<file path="src/rtl/fetch_pkg.sv">
// Shared fetch/decode definitions: FSM state encoding, opcode defaults and the
// jump-target / branch-offset formation reused by later decode stages.
package fetch_pkg;

    localparam logic [1:0] ST_IDLE  = 2'd0;
    localparam logic [1:0] ST_REQ   = 2'd1;
    localparam logic [1:0] ST_ISSUE = 2'd2;
    localparam logic [1:0] ST_FAULT = 2'd3;

    typedef enum logic [1:0] {
        IDLE  = ST_IDLE,
        REQ   = ST_REQ,
        ISSUE = ST_ISSUE,
        FAULT = ST_FAULT
    } fetch_state_t;

    localparam logic [5:0] OP_J_DEF   = 6'h02;
    localparam logic [5:0] OP_BEQ_DEF = 6'h04;

    // Pseudo-direct jump: upper PC nibble, 26-bit word index, word aligned.
    function automatic logic [31:0] jump_target(input logic [3:0] pc_hi, input logic [31:0] word);
        return {pc_hi, word[25:0], 2'b00};
    endfunction

    function automatic logic signed [31:0] branch_offset(input logic [31:0] word);
        logic signed [31:0] imm_ext;
        imm_ext = {{16{word[15]}}, word[15:0]};
        return imm_ext <<< 2;
    endfunction

endpackage

</file>
<file path="src/rtl/fetch_decode.sv">
// Combinational decode of the held instruction into raw redirect requests;
// the fetch FSM qualifies the raw flags with its issue state.
module fetch_decode
    import fetch_pkg::*;
#(
    parameter logic [5:0] OP_J   = OP_J_DEF,
    parameter logic [5:0] OP_BEQ = OP_BEQ_DEF
) (
    input  logic [31:0] instr,
    input  logic [3:0]  pcHi,
    output logic        jmpFlag_raw,
    output logic        branchFlag_raw,
    output logic [31:0] jmpAddress,
    output logic [31:0] branchOffset
);

    logic [5:0] opcode;

    assign opcode         = instr[31:26];
    assign jmpFlag_raw    = (opcode == OP_J);
    assign branchFlag_raw = (opcode == OP_BEQ);
    assign jmpAddress     = jump_target(pcHi, instr);
    assign branchOffset   = branch_offset(instr);

endmodule

</file>
<file path="src/rtl/fetch_ctrl.sv">
// Instruction fetch controller: variable-latency imem handshake, instruction
// register, and one PC advance (sequential, jump or branch) per fetched word.
module fetch_ctrl
    import fetch_pkg::*;
#(
    parameter int         TIMEOUT = 16,
    parameter logic [5:0] OP_J    = OP_J_DEF,
    parameter logic [5:0] OP_BEQ  = OP_BEQ_DEF
) (
    input  logic        clk,
    input  logic        rst,
    input  logic [31:0] pcIn,
    output logic        pcHold,
    output logic        jmpFlag,
    output logic [31:0] jmpAddress,
    output logic        branchFlag,
    output logic [31:0] branchOffset,
    output logic        imemReq,
    output logic [31:0] imemAddr,
    input  logic        imemAck,
    input  logic [31:0] imemData,
    output logic [31:0] instr,
    output logic        instrValid,
    output logic        fetchFault
);

    localparam int               CNT_W   = $clog2(TIMEOUT + 1);
    localparam logic [CNT_W-1:0] CNT_MAX = CNT_W'(TIMEOUT);

    fetch_state_t     state, state_nxt;
    logic [CNT_W-1:0] wait_cnt, wait_cnt_nxt;
    logic [31:0]      instr_nxt;
    logic             aligned;
    logic             jmp_raw, br_raw;

    assign aligned  = (pcIn[1:0] == 2'b00);
    assign imemAddr = pcIn;

    fetch_decode #(
        .OP_J   (OP_J),
        .OP_BEQ (OP_BEQ)
    ) u_decode (
        .instr          (instr),
        .pcHi           (pcIn[31:28]),
        .jmpFlag_raw    (jmp_raw),
        .branchFlag_raw (br_raw),
        .jmpAddress     (jmpAddress),
        .branchOffset   (branchOffset)
    );

    always_ff @(posedge clk or posedge rst) begin
        if (rst) begin
            state    <= IDLE;
            wait_cnt <= '0;
            instr    <= '0;
        end else begin
            state    <= state_nxt;
            wait_cnt <= wait_cnt_nxt;
            instr    <= instr_nxt;
        end
    end

    always_comb begin
        state_nxt    = state;
        wait_cnt_nxt = wait_cnt;
        instr_nxt    = instr;
        pcHold       = 1'b1;
        imemReq      = 1'b0;
        instrValid   = 1'b0;
        fetchFault   = 1'b0;
        jmpFlag      = 1'b0;
        branchFlag   = 1'b0;
        case (state)
            IDLE: state_nxt = REQ;
            REQ: begin
                if (!aligned) begin
                    state_nxt = FAULT;
                end else begin
                    imemReq = 1'b1;
                    if (imemAck) begin
                        instr_nxt    = imemData;
                        wait_cnt_nxt = '0;
                        state_nxt    = ISSUE;
                    end else begin
                        // An ack in the last allowed cycle is taken above, so
                        // faulting only happens once TIMEOUT cycles went unanswered.
                        if (wait_cnt != CNT_MAX)
                            wait_cnt_nxt = wait_cnt + 1'b1;
                        if (wait_cnt_nxt == CNT_MAX)
                            state_nxt = FAULT;
                    end
                end
            end
            ISSUE: begin
                pcHold     = 1'b0;
                instrValid = 1'b1;
                jmpFlag    = jmp_raw;
                branchFlag = br_raw;
                state_nxt  = REQ;
            end
            FAULT: fetchFault = 1'b1;
            default: state_nxt = IDLE;
        endcase
    end

endmodule

</file>
<file path="config.mk">
export PLATFORM = sky130hd
export DESIGN_NAME = fetch_ctrl
export DESIGN_NICKNAME = d
export VERILOG_FILES = /design/src/rtl/fetch_pkg.sv /design/src/rtl/fetch_decode.sv /design/src/rtl/fetch_ctrl.sv
export SDC_FILE = /design/constraint.sdc
export NUM_CORES = 1
export LEC_CHECK = 0
export CAP_MARGIN = 20
export CORE_ASPECT_RATIO = 1.5
export CORE_MARGIN = 1
export CORE_UTILIZATION = 36
export CTS_CLUSTER_DIAMETER = 200
export DETAILED_ROUTE_END_ITERATION = 6
export PLACE_DENSITY = 0.86
export SYNTH_ARGS = -nofsm -noshare
export SYNTH_HDL_FRONTEND = slang
export SYNTH_SLANG_ARGS = --single-unit
export TNS_END_PERCENT = 20
</file>
<file path="constraint.sdc">
create_clock -name clk -period 3.9 [get_ports clk]
set_input_delay 0.78 -clock clk [delete_from_list [all_inputs] [get_ports clk]]
set_output_delay 0.78 -clock clk [all_outputs]
set_load 0.01 [all_outputs]
</file>
==> impl_metrics.toml, run 1 <==
[critical_path]
worstPathCellList = "clkdlybuf4s50_1 -> or4b_1 -> clkinv_4 -> clkdlybuf4s50_1"
arrival_ns = 2.53
cpLargestDelayFamily = "buffers and inverters"
critPathLaunch = "pcIn[1]"
cp.required_ns = 3.12
rr_startpoint = "state[1]$_DFFE_PP0P_"
crit_slowest_cell = "or4b_1"
crit_fanout = 6
worstSetupStartpointType = "input port"
crit_type = "in2out"
cpMostUsedCell = "clkdlybuf4s50_1"
cp-end-kind = "output pin"
slowest_delay_ns = 0.65
cp.buffers_inverters = 3

[placement]
gp_congestion = 0.771
place_ws_ns = 0.606
placed_area_um2 = 3190
io_buffers = 132
hpwlAfterDp_um = 3960

[final_layout]
utilization_pct = 47.7
final_cell_mix = "clkdlybuf4s50_1 (132), dfrtp_1 (39), mux2_4 (29)"
antennaDiodeCount = 0
areaGrowthSynthToFinish_pct = 28.7
fillers = 612
layout_commonest_cell = "clkdlybuf4s50_1"
stdcell_area_um2 = 3270
layout.nets = 331
drive_above_1_share_pct = 15.6

[global_routing]
grt_max_degree = 34
overflow = 0
grt_usage_pct = 14.0
grt_pass1_vias = 1554
grt_pass1_wl_um = 8060
antenna_found_initial = 0

[synthesis]
syn_avg_cell_area_um2 = 11.5
ys_types = 31
syn_area_um2 = 2540
synth_edf_count = 0
yosysSeqAreaShare_pct = 38.4
synth_ff_type = "dfrtp_1"
synthCells = 220
yosys_warnings = 0
ys_ff_latch = 39
async_flop_share_pct = 100

[cts]
clockRootBuffer = "clkbuf_8"
clk_latency_ns = 0.28
clkTransAtPathRegs_ns = 0.07
cts_max_level = 2
clock_path_buffers = 2
ctsHoldBuffers = 0
cts_tree = "done"
cts_resized = 0
numClockSinks = 39
post-cts-setup-buffer-count = 0
cts_made_buffers = 5

[die]
chipHeight_um = 105
row_count = 37
placeableCoreArea_um2 = 6850
dieArea_um2 = 7400
initial_core_util_pct = 37.1
die_x_um = 70.6
io_pins = 201

[min_path]
worstHoldPathType = "reg2reg"
hp-start = "state[0]$_DFFE_PP0P_"

[detailed_routing]
via_per_inst = 4.58
via_count = 1562
wirelength_um = 5240
drt_iter0_markers = 82
drc_errors = 34
drtAntennaViolNets = 0
drtPass1Iterations = 6
wl_per_cell_um = 15.4

[sta]
worstMarginPinSlew_ns = 0.722
finalCritPeriodShare_pct = 84.8
fmax_ghz = 0.302
setup_ws_ns = 0.593
skew_ns = 0.00401
grt_setup_unrepaired = "false"
finalSetupViolCount = 0
maxSlewViolCount = 0
layout_min_cycle_time_ns = 3.31
hold_viol = 0
setup_tns_ns = 0
slew_headroom_pct = 51.8

[power]
vdd_ir_drop_max_mv = 0.167
powerDensity_nw_per_um2 = 264
p_leak_nw = 1.47

[outcome]
violations = "design-rule violations"
status = "finished with violations"

[job]
drv_cap = 0
==> Yosys cell counts, types with 2 or more instances <==
cell type	number	area share [%]
buf_12	3	2.4
o21ai_0	4	0.79
xnor2_1	2	0.69
o31ai_1	3	0.89
nor3b_1	2	0.59
mux2_2	3	1.3
mux2_4	29	17
nand3_1	4	0.79
nand2b_1	2	0.49
nand2_1	6	0.89
buf_4	96	28
inv_1	6	0.89
ha_1	2	0.99
dfrtp_1	39	38
nor2_1	3	0.44
==> registers in the layout, summed over array words and instances (netlist names) <==
| name | flops |
|---|---|
| wait_cnt | 5 |
| instr | 32 |
| state | 2 |
==> cells by family after synthesis <==
group           after synthesis  share of synthesized area (%)
mux                          32                           18.5
compound gates               13                           3.40
xor+xnor                      2                          0.690
other cells                   1                          0.148
simple gates                 23                           5.52
buf+inv                     108                           32.3
fa+ha+maj                     2                          0.986
flops                        39                           38.4
==> routing by layer <==
layer | GRT usage, % | up-vias | part of all wire (%)
met5 | 0 | - | 0
met4 | 7.14 | 0 | 3.2
met3 | 3.28 | 16 | 7.8
met2 | 26.1 | 84 | 54
met1 | 14.2 | 761 | 35
li1 | - | 701 | -
==> worst reg2reg max path: stages (launching register included) <==
cell      delay, ns
dfrtp_1        0.40
or4b_1         0.60
clkinv_4       0.13
nand2_8        0.21
mux2_4         0.44
==> worst paths after layout <==
path	to	slack, ns	cells after the start
setup / recovery	imemReq	0.59	4
hold / removal	state[1]$_DFFE_PP0P_	0.53	1
setup reg to reg	instr[24]$_DFFE_PP0P_	2.01	4
hold reg to reg	state[1]$_DFFE_PP0P_	0.53	1
max in group asynchronous	instr[24]$_DFFE_PP0P_	2.21	3
min in group asynchronous	instr[2]$_DFFE_PP0P_	0.93	2
==> cell type report <==
cell class	instances	area [um2]	area share, %
Multi-Input combinational cell	76	753	23.0
Clock buffer	7	76.3	2.34
Clock inverter	1	5.00	0.153
Sequential cell	39	976	29.9
Inverter	7	31.3	0.957
Tap cell	78	97.6	2.99
Timing Repair Buffer	133	1330	40.7
==> where the power goes <==
group          switching, mW  internal [mW]
Sequential            0.0158          0.418
Clock                  0.136          0.126
Combinational         0.0550          0.112
Total                  0.207          0.656
==> through the flow <==
stage | std cells | power (mW) | hold WS [ns]
after floorplan | 223 | 0.561 | 0.477
after global placement | 333 | 0.606 | 0.513
after detailed placement | 333 | 0.611 | 0.515
after CTS | 341 | 0.882 | 0.535
after global routing | 341 | 0.911 | 0.563
final | 341 | 0.862 | 0.531
(Power assumes the default switching activity.)
==> run 2, diff against run 1 <==
CORE_UTILIZATION = 34   (was 36)
PLACE_DENSITY = 0.81   (was 0.86)
clock period = 3.16 ns   (was 3.9 ns; I/O delays follow)
==> impl_metrics.toml, run 2 (synthesis results as in run 1) <==
[die]
initial_core_util_pct = 35.1
placeableCoreArea_um2 = 7230
die_x_um = 72.6
dieArea_um2 = 7820
io_pins = 201
chipHeight_um = 108
row_count = 38

[final_layout]
antennaDiodeCount = 0
final_cell_mix = "clkdlybuf4s50_1 (132), dfrtp_1 (39), mux2_4 (29)"
layout_commonest_cell = "clkdlybuf4s50_1"
layout.nets = 333
stdcell_count = 365
drive_above_1_share_pct = 16.2
top_register = "instr"
largest_reg_flops = 32
reg_top3 = "instr (32), wait_cnt (5), state (2)"
areaGrowthSynthToFinish_pct = 31.2
fillers = 677

[critical_path]
worstSetupStartpointType = "input port"
cpMostUsedCell = "clkdlybuf4s50_1"
crit_fanout = 5
crit_type = "in2out"
worstPathCellList = "clkdlybuf4s50_1 -> or4b_1 -> clkinv_4 -> clkdlybuf4s50_1"
arrival_ns = 2.31
cp-end-kind = "output pin"
cp.required_ns = 2.53
crit_slowest_cell = "or4b_1"
slowest_delay_ns = 0.60

[global_routing]
antenna_found_initial = 0
grt_usage_pct = 12.8
grt_max_degree = 34
overflow = 0
grt_pass1_vias = 1509
grt_pass1_wl_um = 7570

[power]
vdd_ir_drop_max_mv = 0.131
p_leak_nw = 1.49
powerDensity_nw_per_um2 = 320

[detailed_routing]
drtPass1Iterations = 4
wirelength_um = 5180
via_per_inst = 4.27
drtAntennaViolNets = 0
via_count = 1557
drc_errors = 0
wl_per_cell_um = 14.2
drt_iter0_markers = 31

[placement]
dp.cells = 356
gp_congestion = 0.745
io_buffers = 132
hpwlAfterDp_um = 3840

[cts]
clockRootBuffer = "clkbuf_8"
numClockSinks = 39
post-cts-setup-buffer-count = 0
clock_path_buffers = 2
clk_latency_ns = 0.28
clkTransAtPathRegs_ns = 0.07
ctsHoldBuffers = 0
cts_max_level = 2
cts_resized = 0
cts_tree = "done"
cts_made_buffers = 5

[outcome]
status = "completed"

[min_path]
worstHoldPathType = "reg2reg"

[sta]
setup_tns_ns = 0
finalSetupViolCount = 0
fmax_ghz = 0.340
layout_min_cycle_time_ns = 2.94
grt_setup_unrepaired = "false"
hold_viol = 0
skew_ns = 0.00454
maxSlewViolCount = 0
finalCritPeriodShare_pct = 93.1

[job]
drv_cap = 0
==> run 2: cell count changes in the layout (fill, tap and decap cells not counted) <==
cell	change
buf_16	+1
buf_4	+1
clkinv_1	+1
inv_1	-1
==> run 2: final cells by class <==
class                   instances  area (um2)  share of cell area (%)
repair buffers                135        1360                    40.9
flip-flops and latches         39         976                    29.3
multi-input cells              76         753                    22.6
well taps                     100         125                    3.76
clock buffers                   7        76.3                    2.29
inverters                       7        31.3                   0.939
clock inverters                 1        5.00                   0.150
==> run 2: worst paths after layout <==
check,start,to,slack (ns),cells past startpoint
min in group asynchronous,rst,instr[22]$_DFFE_PP0P_,0.59,2
max in group asynchronous,rst,instr[15]$_DFFE_PP0P_,1.94,4
worst min-delay path,state[0]$_DFFE_PP0P_,state[1]$_DFFE_PP0P_,0.53,1
worst min register to register,state[0]$_DFFE_PP0P_,state[1]$_DFFE_PP0P_,0.53,1
worst max register to register,state[1]$_DFFE_PP0P_,instr[18]$_DFFE_PP0P_,1.37,4
worst max-delay path,pcIn[1],imemReq,0.22,4
==> run 2: worst max-delay path, delay by kind of cell <==
kind	cells	cell delay [ns]
buffers and inverters	3	1.08
and+or+nand+nor	1	0.60
==> run 2: power by group <==
| part | internal [mW] | switching, mW | total, mW |
|---|---|---|---|
| clock | 0.155 | 0.164 | 0.319 |
| combinational | 0.142 | 0.0696 | 0.211 |
| sequential | 0.516 | 0.0196 | 0.536 |
| total | 0.813 | 0.253 | 1.07 |
==> run 2: through the flow <==
| stage | power [mW] | hold WS, ns | util (%) | area (um2) | setup slack, ns |
|---|---|---|---|---|---|
| 2_1_floorplan | 0.693 | 0.477 | - | 2550 | 1.15 |
| 3_3_place_gp | 0.750 | 0.511 | 44.6 | 3220 | 0.238 |
| 3_5_place_dp | 0.754 | 0.508 | 44.6 | 3220 | 0.211 |
| 4_1_cts | 1.08 | 0.530 | 45.7 | 3300 | 0.208 |
| 5_1_grt | 1.13 | 0.549 | 46.1 | 3330 | 0.172 |
| 6_report | 1.07 | 0.525 | 46.1 | 3330 | 0.219 |
==> run 2: layer usage <==
| metal | share of wire (%) | wire length [um] | vias up | GRT usage [%] |
|---|---|---|---|---|
| li1 | - | - | 709 | - |
| met1 | 35 | 1830 | 730 | 12.3 |
| met2 | 54 | 2800 | 97 | 24.0 |
| met3 | 7.6 | 395 | 21 | 3.46 |
| met4 | 3.0 | 154 | 0 | 6.86 |
| met5 | 0 | 0 | - | 0 |
